<file path="config.mk">
export PLATFORM = sky130hd
export DESIGN_NAME = divider_ctrl_flat
export DESIGN_NICKNAME = d
export VERILOG_FILES = /design/src/rtl/divider_pkg.sv /design/src/rtl/divider_ctrl_if.sv /design/src/rtl/divider_ctrl.sv /design/src/flat_wrapper.sv
export SDC_FILE = /design/constraint.sdc
export NUM_CORES = 1
export LEC_CHECK = 0
export BUFFER_PORTS_ARGS = -buffer_cell sky130_fd_sc_hd__buf_2
export CAP_MARGIN = 20
export CORE_AREA = 2 2 39 41
export CTS_BUF_LIST = sky130_fd_sc_hd__clkbuf_4 sky130_fd_sc_hd__clkbuf_8 sky130_fd_sc_hd__clkbuf_16
export DETAILED_ROUTE_END_ITERATION = 12
export DIE_AREA = 0 0 41 43
export PLACE_DENSITY = 0.57
export SYNTH_ARGS = -nofsm -noshare
export SYNTH_HDL_FRONTEND = slang
export SYNTH_SLANG_ARGS = --single-unit
</file>
<file path="constraint.sdc">
create_clock -name clk -period 1.8 [get_ports clk]
set_clock_uncertainty 0.1 [all_clocks]
set_input_delay 0.27 -clock clk [delete_from_list [all_inputs] [get_ports clk]]
set_output_delay 0.27 -clock clk [all_outputs]
set_load 0.03 [all_outputs]
</file>
<file path="src/rtl/divider_pkg.sv">
// Shared types and constants for the restoring-division controller.
//   state_t  : FSM encoding (IDLE, LOAD_DIVISOR, ITER, WRITE, DONE)
//   DIV_WIDTH: default operand width
//   cnt_w()  : width of the iteration counter for a given operand width
package divider_pkg;
  localparam int DIV_WIDTH = 4;

  typedef enum logic [2:0] {
    IDLE,
    LOAD_DIVISOR,
    ITER,
    WRITE,
    DONE
  } state_t;

  function automatic int cnt_w(input int w);
    return $clog2(w + 1);
  endfunction
endpackage

</file>
<file path="src/rtl/divider_ctrl_if.sv">
// Handshake/strobe bundle between the requester, the controller and the
// datapath.
//   master: drives start, abort, DataIn; observes status and strobes
//   slave : the controller; drives ready, busy, ld_D, ld_d, load_res,
//           result_valid, done, div_by_zero, iter_count
interface divider_ctrl_if
  import divider_pkg::*;
#(
  parameter int WIDTH = DIV_WIDTH
);
  localparam int CW = cnt_w(WIDTH);

  logic             start;
  logic             abort;
  logic [WIDTH-1:0] DataIn;
  logic             ready;
  logic             busy;
  logic             ld_D;
  logic             ld_d;
  logic             load_res;
  logic             result_valid;
  logic             done;
  logic             div_by_zero;
  logic [CW-1:0]    iter_count;

  modport master (
    output start, abort, DataIn,
    input  ready, busy, ld_D, ld_d, load_res, result_valid, done,
           div_by_zero, iter_count
  );

  modport slave (
    input  start, abort, DataIn,
    output ready, busy, ld_D, ld_d, load_res, result_valid, done,
           div_by_zero, iter_count
  );
endinterface

</file>
<file path="src/rtl/divider_ctrl.sv">
// Sequencing FSM for a WIDTH-bit restoring divider.
//   clk, reset : clock (rising edge), async active-high reset
//   ctl        : slave side of divider_ctrl_if
// Flow: IDLE (capture dividend on start) -> LOAD_DIVISOR (capture divisor,
// zero check) -> ITER x WIDTH -> WRITE (commit) -> DONE (pulse) -> IDLE.
// Strobes are a combinational decode of state; state, counter and the
// sticky zero-divisor flag are registered.
module divider_ctrl
  import divider_pkg::*;
#(
  parameter int WIDTH = DIV_WIDTH
) (
  input  logic         clk,
  input  logic         reset,
  divider_ctrl_if.slave ctl
);
  localparam int CW = cnt_w(WIDTH);
  localparam logic [CW-1:0] LAST = CW'(WIDTH - 1);

  state_t        r_state;
  logic [CW-1:0] r_iter;
  logic          r_dbz;

  always_ff @(posedge clk or posedge reset) begin
    if (reset) begin
      r_state <= IDLE;
      r_iter  <= '0;
      r_dbz   <= 1'b0;
    end else begin
      case (r_state)
        IDLE: begin
          // start beats a simultaneous abort; abort alone is a no-op here
          if (ctl.start) begin
            r_dbz   <= 1'b0;
            r_state <= LOAD_DIVISOR;
          end
        end
        LOAD_DIVISOR: begin
          r_iter <= '0;
          if (ctl.abort) begin
            r_state <= IDLE;
          end else if (ctl.DataIn == '0) begin
            r_dbz   <= 1'b1;
            r_state <= DONE;
          end else begin
            r_state <= ITER;
          end
        end
        ITER: begin
          if (ctl.abort) begin
            r_iter  <= '0;
            r_state <= IDLE;
          end else if (r_iter == LAST) begin
            r_iter  <= '0;
            r_state <= WRITE;
          end else begin
            r_iter <= r_iter + 1'b1;
          end
        end
        WRITE: begin
          r_iter  <= '0;
          r_state <= ctl.abort ? IDLE : DONE;
        end
        DONE: begin
          r_iter  <= '0;
          r_state <= IDLE;
        end
        default: begin
          r_iter  <= '0;
          r_state <= IDLE;
        end
      endcase
    end
  end

  // An abort cycle drops every strobe so the datapath never sees a partial step.
  always_comb begin
    ctl.ready        = 1'b0;
    ctl.busy         = 1'b1;
    ctl.ld_D         = 1'b0;
    ctl.ld_d         = 1'b0;
    ctl.load_res     = 1'b0;
    ctl.result_valid = 1'b0;
    ctl.done         = 1'b0;
    case (r_state)
      IDLE: begin
        ctl.ready = 1'b1;
        ctl.busy  = 1'b0;
        ctl.ld_D  = ctl.start;
      end
      LOAD_DIVISOR: ctl.ld_d = ~ctl.abort;
      ITER: begin
        ctl.ld_D     = ~ctl.abort;
        ctl.load_res = ~ctl.abort;
      end
      WRITE:   ctl.result_valid = ~ctl.abort;
      DONE:    ctl.done = 1'b1;
      default: ;
    endcase
  end

  assign ctl.iter_count  = r_iter;
  assign ctl.div_by_zero = r_dbz;
endmodule

</file>
<file path="src/flat_wrapper.sv">
// flat-port wrapper written by rule: the top's interface ports become plain ports
module divider_ctrl_flat import divider_pkg::*;
#(
  parameter int WIDTH = DIV_WIDTH
)
  (clk, reset, ctl_start, ctl_abort, ctl_DataIn, ctl_ready, ctl_busy, ctl_ld_D, ctl_ld_d, ctl_load_res, ctl_result_valid, ctl_done, ctl_div_by_zero, ctl_iter_count);
  divider_ctrl_if #(.WIDTH(WIDTH)) ctl_i ();
  input  logic clk;
  input  logic reset;
  input wire logic [$bits(ctl_i.start)-1:0] ctl_start;
  input wire logic [$bits(ctl_i.abort)-1:0] ctl_abort;
  input wire logic [$bits(ctl_i.DataIn)-1:0] ctl_DataIn;
  output wire logic [$bits(ctl_i.ready)-1:0] ctl_ready;
  output wire logic [$bits(ctl_i.busy)-1:0] ctl_busy;
  output wire logic [$bits(ctl_i.ld_D)-1:0] ctl_ld_D;
  output wire logic [$bits(ctl_i.ld_d)-1:0] ctl_ld_d;
  output wire logic [$bits(ctl_i.load_res)-1:0] ctl_load_res;
  output wire logic [$bits(ctl_i.result_valid)-1:0] ctl_result_valid;
  output wire logic [$bits(ctl_i.done)-1:0] ctl_done;
  output wire logic [$bits(ctl_i.div_by_zero)-1:0] ctl_div_by_zero;
  output wire logic [$bits(ctl_i.iter_count)-1:0] ctl_iter_count;
  assign ctl_i.start = ctl_start;
  assign ctl_i.abort = ctl_abort;
  assign ctl_i.DataIn = ctl_DataIn;
  assign ctl_ready = ctl_i.ready;
  assign ctl_busy = ctl_i.busy;
  assign ctl_ld_D = ctl_i.ld_D;
  assign ctl_ld_d = ctl_i.ld_d;
  assign ctl_load_res = ctl_i.load_res;
  assign ctl_result_valid = ctl_i.result_valid;
  assign ctl_done = ctl_i.done;
  assign ctl_div_by_zero = ctl_i.div_by_zero;
  assign ctl_iter_count = ctl_i.iter_count;
  divider_ctrl #(.WIDTH(WIDTH)) u_core (.clk(clk), .reset(reset), .ctl(ctl_i));
endmodule
</file>
==> run metrics <==
outcome finished clean; # IOs 19; crit path from u_core.r_state[1]; Synth top area share 0.468; Mapped Area 374 um^2; register area share after synthesis 0.468; Yosys reg bits 7; vias in the first global route 331; endpoint type of the worst setup path primary output; hpwl dp 665 um; worst min path class primary input to flip-flop; part of the power in registers 0.335; initial antenna violation count 0; post-route cell area 598 um^2; total power 0.578 mW; Worst VDD drop 0.000346 V; Reg-to-Reg Start u_core.r_state[1]; First DRT Iteration DRCs 7; syn avg cell area 10.4 um^2; WHS 0.229 ns; Area growth syn-to-layout 59.9%; Via-to-Cell Ratio 4.73; Pwr Density 966 nW/um^2; sw frac 0.355; Psw 0.205 mW; Max-cap violations 0; Slew Viols, Final 0; clock sink count 7; unrepaired setup endpoints after global routing true; ANT cells 0; setup violators final 0; most frequent cells in the layout buf_2 (15), buf_4 (7), dfrtp_1 (5), clkbuf_4 (4); largest cells by area after synthesis dfrtp_1 (47%), nand2b_1 (5.0%), a21boi_0 (4.0%), inv_1 (4.0%), or4b_4 (3.7%); Worst Setup EP ctl_ld_d; critical path fanouts, max 4; crit share post-route 0.983; # DRC 0; grt total ovfl 0; Worst R2R Path Depth 3; clock slew at reported path FFs 0.05 ns; Initial Util 0.270; Placed Area 497 um^2; min cycle time layout 1.77 ns; CP Launch Type flip-flop; Core Region 1380 um^2; commonest non-fill, non-tap cell in the layout buf_2; gpl congestion 0.726; Final Net Count 75; Rows 14; chip height 43 um; Worst-Margin Slew 0.301 ns; TritonCTS buffer count 3; Critical Path Slowest Stage Cell or4b_4; first-pass GRT wire length 1380 um; post-synth cell types 21; Clock Power Share 0.267; internal power 0.372 mW; Worst R2R End u_core.r_state[1]; Gate power share 0.398; Max Clk Rate 565 MHz; CTS tree yes; H-Tree Level Count 1; Overall Global Routing Usage 0.120; relative slew slack 0.797; CP required 1.43 ns; slowest stage delay, CP 0.54 ns; clock tree buffer depth 2; Setup Crit Path Kind flip-flop to primary output; final WL 868 um; yosys warns 0; worst hold start ctl_DataIn[2]; largest net degree at the start of global routing 8; port bufs 18; crit path cell chain or4b_4, inv_2, buf_6; share of post-route cells with drive strength above 1 0.554; Leakage 0.317 nW; Syn Inst Count 36; clk_lat worst skew 0.24 ns; Worst Path Arrival 1.40 ns; Final Hold Vio Count 0; Clk Tree Root Cell clkbuf_4; Synth area leader dfrtp_1; R2R Setup Slk 0.37 ns; 1st-pass router iterations 4; Die ar. 1760 um^2; vias post-DR 383; Die X 41 um; post-route ant nets 0; Synth Net Count 45; wire per inst 10.7 um
==> power groups by stage <==
stage | clock network (mW) | logic (mW) | registers [mW]
2_1_floorplan | 0 | 0.112 | 0.214
3_3_place_gp | 0 | 0.187 | 0.201
3_5_place_dp | 0 | 0.190 | 0.200
4_1_cts | 0.162 | 0.219 | 0.194
5_1_grt | 0.176 | 0.249 | 0.197
6_report | 0.154 | 0.230 | 0.194
==> kinds of logic (layout without fill, tap and decap cells) <==
logic type               Yosys count  count (layout)  share of synthesized area
flip-flops                         7               7                      0.468
AND/OR/NAND/NOR                   15              15                      0.294
buffers and inverters              5              34                     0.0501
AO/OA/AOI/OAI                      7               7                      0.127
multiplexers                       1               1                     0.0268
adder cells (fa/ha/maj)            1               1                     0.0334
==> worst max-delay path: cells and delay by family (launching register included) <==
kind | cells | cell delay, ns
buf+inv | 2 | 0.19
flops | 1 | 0.42
simple gates | 1 | 0.54
==> registers in the layout, indices dropped and copies added (netlist names) <==
name / cells
u_core.ctl.div_by_zero: 1
u_core.ctl.iter_count: 3
u_core.r_state: 3
==> cell usage after synthesis, drive strengths merged <==
cell type	instances
dfrtp	7
inv	5
nand2b	3
a21boi	2
nor2	2
o21ai	2
o22ai	2
or4b	2
a32o	1
and3	1
ha	1
mux2i	1
nand4bb	1
nor3	1
nor3b	1
nor4	1
nor4b	1
or2b	1
or4	1
==> through the flow <==
stage	utilization	setup WS, ns	std cells	setup TNS, ns
after floorplan	-	0.0309	36	0
after global placement	0.359	0.155	71	0
after detailed placement	0.359	0.158	71	0
after CTS	0.418	0.00605	79	0
after global routing	0.432	-0.00788	81	-0.0136
final	0.432	0.0313	81	0
==> final cells by class <==
type                            instances  area [um^2]
Clock buffer                            4         30.0
Fill cell                             145          786
Inverter                                5         18.8
Multi-Input combinational cell         24          191
Sequential cell                         7          178
Tap cell                               16         20.0
Timing Repair Buffer                   25          160
==> layer usage <==
| layer | track usage | vias up | routed length, um |
|---|---|---|---|
| met5 | 0 | - | 0 |
| met4 | 0.0800 | 0 | 8 |
| met3 | 0.0471 | 2 | 61 |
| met2 | 0.163 | 15 | 380 |
| met1 | 0.151 | 171 | 417 |
| li1 | - | 195 | - |
==> worst min path at each step <==
stage	cells past startpoint	to	slack (ns)
after floorplan	1	u_core.ctl.div_by_zero	-0.03
after global placement	2	u_core.ctl.iter_count[0]	0.11
after detailed placement	2	u_core.ctl.iter_count[0]	0.12
after CTS	3	u_core.r_state[1]	0.22
after global routing	3	u_core.r_state[1]	0.22
final	3	u_core.r_state[1]	0.23
==> timing repair <==
action | 4_1_cts | 5_1_grt
buffers inserted | 3 | 2
resized for setup | 7 | 4
endpoints found under the setup margin | 2 | 3
hold endpoints to repair | 7 | 0
pin swaps | 1 | 2
hold buffers | 1 | 0
No activity file was read; power rests on OpenSTA's default activity.
